<file path="src/rtl/mult_pkg.sv">
// Shared encodings for the sequential multiplier: FSM states and operation modes.
package mult_pkg;

  localparam logic [1:0] ST_IDLE = 2'd0;
  localparam logic [1:0] ST_CALC = 2'd1;
  localparam logic [1:0] ST_DONE = 2'd2;

  localparam logic MODE_UNSIGNED = 1'b0;
  localparam logic MODE_SIGNED   = 1'b1;

  typedef enum logic [1:0] {
    StIdle = ST_IDLE,
    StCalc = ST_CALC,
    StDone = ST_DONE
  } mult_state_e;

endpackage

</file>
<file path="src/rtl/mult_addsub_step.sv">
// One multiplier iteration: conditional add/sub of the multiplicand into the
// accumulator, then a one-bit right shift of {acc, Q, q_m1}.
module mult_addsub_step
  import mult_pkg::*;
#(
  parameter int unsigned WIDTH = 6
) (
  input  logic [WIDTH:0]   acc_i,
  input  logic [WIDTH-1:0] m_i,
  input  logic [WIDTH-1:0] q_i,
  input  logic             qm1_i,
  input  logic             mode_i,
  output logic [WIDTH:0]   acc_o,
  output logic [WIDTH-1:0] q_o,
  output logic             qm1_o
);

  logic [WIDTH:0] m_ext;
  logic [WIDTH:0] sum;
  logic           shift_in;

  // Add/sub selection followed by the shift; unsigned shifts in zero, Booth sign-extends.
  always_comb begin
    m_ext    = (mode_i == MODE_SIGNED) ? {m_i[WIDTH-1], m_i} : {1'b0, m_i};
    sum      = acc_i;
    shift_in = 1'b0;
    if (mode_i == MODE_UNSIGNED) begin
      if (q_i[0]) begin
        sum = acc_i + m_ext;
      end
    end else begin
      unique case ({q_i[0], qm1_i})
        2'b01:   sum = acc_i + m_ext;
        2'b10:   sum = acc_i - m_ext;
        default: sum = acc_i;
      endcase
      shift_in = sum[WIDTH];
    end
    acc_o = {shift_in, sum[WIDTH:1]};
    q_o   = {sum[0], q_i[WIDTH-1:1]};
    qm1_o = q_i[0];
  end

endmodule

</file>
<file path="src/rtl/seq_multiplier_param.sv">
// Parametrised sequential multiplier with start/done handshake. Unsigned
// shift-add or signed Booth radix-2, one iteration per clock, WIDTH iterations.
module seq_multiplier_param
  import mult_pkg::*;
#(
  parameter int unsigned WIDTH = 6,
  parameter int unsigned CNT_W = $clog2(WIDTH + 1)
) (
  input  logic               clk_i,
  input  logic               rst_ni,
  input  logic               start_i,
  input  logic               mode_i,
  input  logic [WIDTH-1:0]   a_i,
  input  logic [WIDTH-1:0]   b_i,
  output logic [2*WIDTH-1:0] product_o,
  output logic               run_o,
  output logic               done_o
);

  mult_state_e        state_q, state_d;
  logic [WIDTH:0]     acc_q, acc_d;
  logic [WIDTH-1:0]   m_q, m_d;
  logic [WIDTH-1:0]   q_q, q_d;
  logic               qm1_q, qm1_d;
  logic [CNT_W-1:0]   cnt_q, cnt_d;
  logic               mode_q, mode_d;
  logic [2*WIDTH-1:0] prod_q, prod_d;

  logic [WIDTH:0]     acc_step;
  logic [WIDTH-1:0]   q_step;
  logic               qm1_step;

  mult_addsub_step #(
    .WIDTH (WIDTH)
  ) u_step (
    .acc_i  (acc_q),
    .m_i    (m_q),
    .q_i    (q_q),
    .qm1_i  (qm1_q),
    .mode_i (mode_q),
    .acc_o  (acc_step),
    .q_o    (q_step),
    .qm1_o  (qm1_step)
  );

  // Next-state and datapath load/iterate decisions.
  always_comb begin
    state_d = state_q;
    acc_d   = acc_q;
    m_d     = m_q;
    q_d     = q_q;
    qm1_d   = qm1_q;
    cnt_d   = cnt_q;
    mode_d  = mode_q;
    prod_d  = prod_q;
    unique case (state_q)
      StIdle, StDone: begin
        // Product is left untouched on accept so the old result stays visible.
        if (start_i) begin
          m_d     = a_i;
          q_d     = b_i;
          acc_d   = '0;
          qm1_d   = 1'b0;
          cnt_d   = '0;
          mode_d  = mode_i;
          state_d = StCalc;
        end else begin
          state_d = StIdle;
        end
      end
      StCalc: begin
        acc_d = acc_step;
        q_d   = q_step;
        qm1_d = qm1_step;
        cnt_d = cnt_q + CNT_W'(1);
        if (cnt_d == CNT_W'(WIDTH)) begin
          prod_d  = {acc_step[WIDTH-1:0], q_step};
          state_d = StDone;
        end
      end
      default: state_d = StIdle;
    endcase
  end

  // State and datapath registers, cleared asynchronously.
  always_ff @(posedge clk_i or negedge rst_ni) begin
    if (!rst_ni) begin
      state_q <= StIdle;
      acc_q   <= '0;
      m_q     <= '0;
      q_q     <= '0;
      qm1_q   <= 1'b0;
      cnt_q   <= '0;
      mode_q  <= MODE_UNSIGNED;
      prod_q  <= '0;
    end else begin
      state_q <= state_d;
      acc_q   <= acc_d;
      m_q     <= m_d;
      q_q     <= q_d;
      qm1_q   <= qm1_d;
      cnt_q   <= cnt_d;
      mode_q  <= mode_d;
      prod_q  <= prod_d;
    end
  end

  // Status decodes come straight from the state register.
  always_comb begin
    product_o = prod_q;
    run_o     = (state_q == StCalc);
    done_o    = (state_q == StDone);
  end

endmodule

</file>
<file path="config.mk">
export PLATFORM = sky130hd
export DESIGN_NAME = seq_multiplier_param
export DESIGN_NICKNAME = d
export VERILOG_FILES = /design/src/rtl/mult_pkg.sv /design/src/rtl/mult_addsub_step.sv /design/src/rtl/seq_multiplier_param.sv
export SDC_FILE = /design/constraint.sdc
export NUM_CORES = 1
export LEC_CHECK = 0
export BUFFER_PORTS_ARGS = -buffer_cell sky130_fd_sc_hd__buf_2
export CAP_MARGIN = 10
export CORE_ASPECT_RATIO = 1.5
export CORE_MARGIN = 5
export CORE_UTILIZATION = 55
export DETAILED_ROUTE_END_ITERATION = 10
export PLACE_DENSITY = 0.82
export SETUP_SLACK_MARGIN = 0.2
export SYNTH_ARGS = -nofsm -noshare
export SYNTH_HDL_FRONTEND = slang
export SYNTH_HIERARCHICAL = 1
export SYNTH_SLANG_ARGS = --single-unit
</file>
<file path="constraint.sdc">
create_clock -name clk_i -period 2.7 [get_ports clk_i]
set_input_delay 0.27 -clock clk_i [delete_from_list [all_inputs] [get_ports clk_i]]
set_output_delay 0.27 -clock clk_i [all_outputs]
set_load 0.05 [all_outputs]
</file>
# Word level (Yosys, flattened, before mapping)
# Cells that the tools add are included.
[classes] reduce_logical=6 addsub=3 mux=16 eq_ne=7
[op_table] operator="$mux 7" count=4
[op_table] operator="$pmux 7 s2" count=2
[op_table] operator="$pmux 6 s2" count=1
[op_table] operator="$add 7x7->7" count=1
[op_table] operator="$sub 7x7->7" count=1
[op_table] operator="$mux 6" count=1
[op_table] operator="$pmux 3 s2" count=1
[op_table] operator="$reduce_and 2->1" count=3
[op_table] operator="$eq 2x1->1 const B" count=2
[op_table] operator="$eq 2x2->1 const B" count=2
[op_table] operator="$pmux 2 s2" count=1
[op_table] operator="$add 3x1->3 const B" count=1
[op_table] operator="$eq 3x3->1 const B" count=1
[op_table] operator="$mux 1" count=3
[op_table] operator="$mux 3" count=1
[op_table] operator="$logic_not 2->1" count=1
[op_table] operator="$mux 2" count=1
[op_table] operator="$ne 2x1->1 const B" count=1
[op_table] operator="$ne 2x2->1 const B" count=1
[op_table] operator="$pmux 1 s2" count=1
[op_table] operator="$reduce_bool 2->1" count=1
[op_table] operator="$reduce_or 2->1" count=1
[word_totals] inputBits=16 reg_bits=38 elab_cells=40 output_inout_bits=14

# Depth between registers and ports, before layout
# Gate-level depths: netlist of run 1.
[logic_depth] ltp_word=5 depth_mapped=11 depth_no_buf=10

# Modules after synthesis
# Netlist of run 1, hierarchy kept.
[modules_own_cells] mod="seq_multiplier_param" instances=1 seq_area_each_um2=950.9 cells_each=107 area_per_inst_um2=1572.8
[modules_own_cells] mod="mult_addsub_step" instances=1 seq_area_each_um2=0.0 cells_each=124 area_per_inst_um2=944.7

# Worst setup path after synthesis of run 1
# OpenSTA, ideal clock, no wires.
[synth_path] path_kind="register to register" start="reg acc_q[0]" end="reg prod_q[11], in the netlist product_o[11]" stages_incl_launch_ff=11 n_path_buf=0 path_slack_ns=0.360 required_time_ns=2.575 setup_ns=0.125 synth_period_minus_slack_ns=2.340 t_arrival_ns=2.215 cell_sequence="dfrtp_1 inv_1 ha_1 inv_1 fa_1 a21o_1 a221oi_2 mux2i_1 nor4_2 o22ai_1 mux2_4"
[synth_via] elab_chain_len=3 word_cells_on_any_way=5 cone_classes="add/sub (2); mux (3)"
[synth_lines] element="start, declared" line="seq_multiplier_param.sv:21" rtl="logic [WIDTH:0] acc_q, acc_d;"
[synth_lines] element="start signal, assigned" line="seq_multiplier_param.sv:89" rtl="acc_q <= '0;"
[synth_lines] element="start signal, assigned" line="seq_multiplier_param.sv:98" rtl="acc_q <= acc_d;"
[synth_lines] element="$sub 7x7->7 / $add 7x7->7 (equally long branches)" line="mult_addsub_step.sv:34, mult_addsub_step.sv:29, mult_addsub_step.sv:33"
[synth_lines] element="$pmux 7 s2 / $mux 7 (equally long branches)" line="mult_addsub_step.sv:32, mult_addsub_step.sv:28"
[synth_lines] element="$mux 7 *" line="mult_addsub_step.sv:27" rtl="if (mode_i == MODE_UNSIGNED) begin"
[synth_lines] element="via acc_step[5]" line="seq_multiplier_param.sv:29" rtl="logic [WIDTH:0] acc_step;"
[synth_lines] element="end signal, assigned" line="seq_multiplier_param.sv:104" rtl="prod_q <= prod_d;"
[synth_lines] element="end, declared" line="seq_multiplier_param.sv:27" rtl="logic [2*WIDTH-1:0] prod_q, prod_d;"
# Mark *: on every way through the listed nets, which the timed path passes. The rest lies on a longest branch.
# A chain may end at the register's enable or synchronous reset.

# Worst setup path in the final report of run 1
# Ends and elaborated chain as after synthesis.

==> out/metrics.yaml, run 1 <==
routed_wl_mm: 5.172
ios: 30
antenna_found_initial: 0
crit_fanout: 4
ys_seq_area_share_pct: 37.77
slew_violations: 0
grt_max_degree: 39
yosysUniqueCellTypes: 52
path_clk_slew_ns: 0.07
cts_tree: "done"
status: "finished, final reports clean"
reg2reg_from: "acc_q[0]$_DFFE_PN0P_"
postCtsHoldBufs: 0
grt_setup_unrepaired: "yes"
area_delta_synth_final_pct: 8.201
antenna_cells: 0
synth.mux.area_fraction_pct: 14.31
fin_crit_sh_pct: 89.33
required_ns: 2.87
routedWlPerCell_um: 17.24
cp.arrival_ns: 2.58
dieArea_um2: 6058
grtUsageTotal_pct: 18.19
numClockSinks: 38
rows: 30
core_region_area_um2: 4467
drt-initial-drc-count: 34
ys.warnings.count: 6
async_flop_share_pct: 100.0
dp_hpwl_mm: 3.797
syn-instance-count: 231
nets: 286
gr-total-overflow: 0
cts_buffers: 5
ys_ff_latch: 38
synth-compound-area-share_pct: 17.10
cts.path.max_buffers: 2
place_congestion: 0.9041
worst_setup_path_end_kind: "flip-flop"
cap_viol_max_count: 0
synth_edf_count: 0
path_class: "reg2reg"
synth_nets: 265
synth_xor_area_share_pct: 2.386
cts-root-buf: "clkbuf_8"
numPortBuffers: 29
via_per_inst: 6.123
slew_headroom_pct: 46.26
reg2reg_to: "product_o[11]$_DFFE_PN0P_"
setup_viol: 0
worst-r2r-cell-count: 9
synth_fa_ha_area_share_pct: 9.543
syn-cell-area_um2: 2517
hold_class: "in2async"
die_w_um: 65.24
hold_viol_final: 0
tns_ns: 0
grt_pass1_wl_mm: 8.769
postRouteAntennaNets: 0
worst-slew-pin-transition_ns: 0.8061
drtPass1Iterations: 4
synth_top_family_by_area: "compound AO/OA/AOI/OAI gates"
skew_ns: 0.002847
fin_area_um2: 2724
timing.critical_path.to: "product_o[11]$_DFFE_PN0P_"
drive_gt1_share_pct: 31.35
insertion_delay_ns: 0.28
route.detailed.drc: 0
synth_top_flop_cell: "dfrtp_1"
crit_path_start: "acc_q[0]$_DFFE_PN0P_"
fin_crit_ns: 2.412
dpl-instance-area_um2: 2603
startpoint_type: "flip-flop"
ff2ff_setup_slack_ns: 0.29
syn_avg_cell_area_um2: 10.90
die_y_um: 92.86
first_global_vias: 1957
htreeDepth: 2
max_freq_mhz: 414.6
route.vias.total: 1837
start_util_pct: 56.36
synth-simple-area-share_pct: 10.14
==> registers in the layout (all words and copies together), names as in the netlist <==
name       flops
product_o     12
acc_q          7
m_q            6
q_q            6
cnt_q          3
state_q        2
mode_q         1
qm1_q          1
==> layout make-up <==
type | count | area (µm²)
Clock buffer | 7 | 76.32
Sequential cell | 38 | 952.2
Tap cell | 48 | 60.06
Fill cell | 344 | 1743
Timing Repair Buffer | 32 | 167.7
Multi-Input combinational cell | 155 | 1393
Inverter | 20 | 75.07
==> cell usage after synthesis, types with 2 or more instances <==
master / number / area, µm²
o21ai_0: 12 / 60.06
a21o_1: 5 / 37.54
xnor2_1: 5 / 43.79
buf_6: 5 / 56.30
dfrtp_1: 38 / 950.9
nand2_1: 9 / 33.78
or3_1: 2 / 12.51
nor2b_1: 7 / 43.79
mux2_2: 12 / 135.1
inv_1: 20 / 75.07
a21oi_1: 7 / 35.03
ha_1: 16 / 200.2
a22o_1: 10 / 87.58
mux2i_1: 9 / 90.09
a211oi_1: 4 / 30.03
mux2_4: 9 / 135.1
o221a_2: 2 / 22.52
buf_4: 10 / 75.07
fa_1: 2 / 40.04
nor3_1: 2 / 10.01
nor2_1: 9 / 33.78
a31oi_1: 2 / 12.51
and4_1: 2 / 17.52
a221oi_1: 3 / 26.28
buf_2: 2 / 10.01
==> layout by cell type, fill, tap and decap left out, types with 7 or more instances in the layout <==
cell,Yosys,routed
buf_2,2,29
nand2_1,9,9
nor2_1,9,9
inv_1,20,20
a21oi_1,7,7
o21ai_0,12,12
mux2_2,12,12
ha_1,16,15
mux2i_1,9,9
a22o_1,10,10
dfrtp_1,38,37
mux2_4,9,9
==> worst min path at each step <==
| stage | from | end | slack (ns) |
|---|---|---|---|
| final | rst_ni | product_o[2]$_DFFE_PN0P_ | 0.07 |
| after global placement | rst_ni | product_o[1]$_DFFE_PN0P_ | 0.41 |
| after global routing | rst_ni | product_o[2]$_DFFE_PN0P_ | 0.14 |
| after CTS | rst_ni | product_o[1]$_DFFE_PN0P_ | 0.09 |
| after detailed placement | rst_ni | product_o[1]$_DFFE_PN0P_ | 0.41 |
| after floorplan | rst_ni | acc_q[0]$_DFFE_PN0P_ | -0.03 |
==> logic make-up after synthesis <==
| kind of cell | count (synthesis) |
|---|---|
| AO/OA/AOI/OAI | 58 |
| XOR/XNOR | 6 |
| flip-flops | 38 |
| multiplexers | 30 |
| buffers and inverters | 38 |
| AND/OR/NAND/NOR | 43 |
| adder cells (fa/ha/maj) | 18 |
==> per-stage QoR <==
stage / utilization [%] / hold slack (ns) / std cells / worst slack [ns]
after CTS: 60.11 / 0.09207 / 300 / 0.2117
after detailed placement: 58.26 / 0.4093 / 293 / 0.1872
after global placement: 58.26 / 0.4055 / 293 / 0.2201
after floorplan: - / -0.02559 / 231 / 0.3599
final: 60.98 / 0.06607 / 300 / 0.2881
after global routing: 60.98 / 0.1433 / 300 / 0.1627
==> repair_timing <==
action / in CTS / in global routing
pin swaps: 2 / 0
resized for setup: 3 / 7
buffers inserted: 0 / 0
cloned: 0 / 0
setup endpoints to repair: 1 / 6
endpoints found under the hold margin: 0 / 0
==> critical path, stage by stage (launching register included) <==
cell and delay, ns:
dfrtp_1 0.39, ha_1 0.18, inv_1 0.05, fa_2 0.38, o21bai_2 0.19, nand3_1 0.15, and4_1 0.26, nor4_4 0.28
o22ai_1 0.14, mux2_4 0.28
==> routing by layer <==
layer | GRT usage, % | routed length (µm)
met5 | 0 | 0
met4 | 8.824 | 145
met3 | 2.791 | 162
met2 | 31.45 | 2764
met1 | 21.56 | 2100
Power of run 1 is left out: the tool's default activity adds up to more than one toggle a clock period on the data nets, which glitch-free logic cannot reach.
==> inputs of run 2 (changes only) <==
- SETUP_SLACK_MARGIN: 0.2 -> 0.3
- clock period: 2.7 -> 2.65 ns (I/O delays scaled with it)
==> out/metrics.yaml, run 2 (synthesized netlist as in run 1, its figures left out) <==
status: "finished, final reports clean"
max_freq_mhz: 425.6
setup_viol: 0
die_y_um: 92.86
worst_setup_path_end_kind: "flip-flop"
grt_pass1_wl_mm: 9.011
path_class: "reg2reg"
insertion_delay_ns: 0.28
largest_register_ffs: 12
hold_viol_final: 0
dpl-instance-area_um2: 2603
worst-r2r-cell-count: 7
dp_slack_ns: 0.1372
htreeDepth: 2
first_global_vias: 2002
cts.path.max_buffers: 2
startpoint_type: "flip-flop"
via_per_inst: 6.052
path_clk_slew_ns: 0.07
place_congestion: 0.9041
dieArea_um2: 6058
slew_headroom_pct: 45.52
antenna_cells: 0
fillers: 333
drt-initial-drc-count: 35
area_delta_synth_final_pct: 11.23
hold_class: "in2async"
worst-slew-pin-transition_ns: 0.8172
cp.arrival_ns: 2.58
cap_viol_max_count: 0
die_w_um: 65.24
dp_hpwl_mm: 3.797
critPathSlowestCell: "dfrtp_1"
routedWlPerCell_um: 17.44
grtUsageTotal_pct: 18.80
fin_crit_sh_pct: 88.67
numPortBuffers: 29
numClockSinks: 38
crit_fanout: 9
antenna_found_initial: 0
mostFrequentLayoutCell: "dfrtp_1"
grt_setup_unrepaired: "yes"
fin_crit_ns: 2.350
fin_hold_ws_ns: 0.07123
route.vias.total: 1846
route.detailed.drc: 0
cts_tree: "done"
start_util_pct: 56.36
drtPass1Iterations: 6
postCtsHoldBufs: 0
tns_ns: 0
postRouteAntennaNets: 0
core_region_area_um2: 4467
rows: 30
crit_cells: 7
layout_common_cells: "dfrtp_1 (37), buf_2 (29), inv_1 (19)"
slew_violations: 0
fin_area_um2: 2800
cts-root-buf: "clkbuf_8"
gr-total-overflow: 0
nets: 291
ios: 30
slowest_delay_ns: 0.44
skew_ns: 0.004030
grt_max_degree: 39
routed_wl_mm: 5.320
path_cells: "ha_2, nor3b_2, nor3_2, o31ai_2, mux2_2, a211oi_2, mux2_4"
drive_gt1_share_pct: 35.80
required_ns: 2.88
cts_buffers: 5
fin_ws_ns: 0.3001
path_buf_inv: 0
path_delay_family: "multiplexers"
## run 2: cell types whose count changed in the layout (fill, tap and decap cells not counted), sizes merged
cell,previous run,this run
buf,32,37
## run 2: metal layers
layer  global-route usage, %  vias to the layer above  part of all wire [%]
met3                   2.791                       13                   3.1
met4                   8.997                        0                   2.3
met1                   21.87                      920                    40
met5                       0                        -                     0
met2                   33.05                       45                    54
li1                        -                      868                     -
## run 2: cell type report
cell class | count | area [µm²] | area share (%)
multi-input cells | 155 | 1431 | 51.12
flip-flops and latches | 38 | 952.2 | 34.00
repair buffers | 37 | 205.2 | 7.328
clock buffers | 7 | 76.32 | 2.726
inverters | 20 | 75.07 | 2.681
well taps | 48 | 60.06 | 2.145
## run 2: path summary, 6_finish.rpt
| check | startpoint | end | slack (ns) |
|---|---|---|---|
| max in group asynchronous | rst_ni | acc_q[1]$_DFFE_PN0P_ | 2.01 |
| worst min register to register | product_o[1]$_DFFE_PN0P_ | product_o[1]$_DFFE_PN0P_ | 0.51 |
| min in group clk_i | a_i[5] | m_q[5]$_DFFE_PN0P_ | 0.21 |
| worst max register to register | acc_q[2]$_DFFE_PN0P_ | product_o[10]$_DFFE_PN0P_ | 0.30 |
| worst min-delay path | rst_ni | m_q[5]$_DFFE_PN0P_ | 0.07 |
| worst max-delay path | acc_q[2]$_DFFE_PN0P_ | product_o[10]$_DFFE_PN0P_ | 0.30 |
## run 2: worst register-to-register path, cell delays in order (launching register included)
cell	delay (ns)
dfrtp_1	0.44
ha_2	0.40
nor3b_2	0.27
nor3_2	0.12
o31ai_2	0.28
mux2_2	0.39
a211oi_2	0.21
mux2_4	0.19
## run 2: metrics by stage
step | cells | utilization [%]
2_1_floorplan | 231 | -
3_3_place_gp | 293 | 58.26
3_5_place_dp | 293 | 58.26
4_1_cts | 303 | 61.54
5_1_grt | 305 | 62.69
6_report | 305 | 62.69
## run 2: timing repair
action | CTS | global route
resized for setup | 11 | 8
pin swaps | 6 | 7
setup endpoints to repair | 7 | 8
buffers inserted | 3 | 2
Power of run 2 is left out for the same reason.
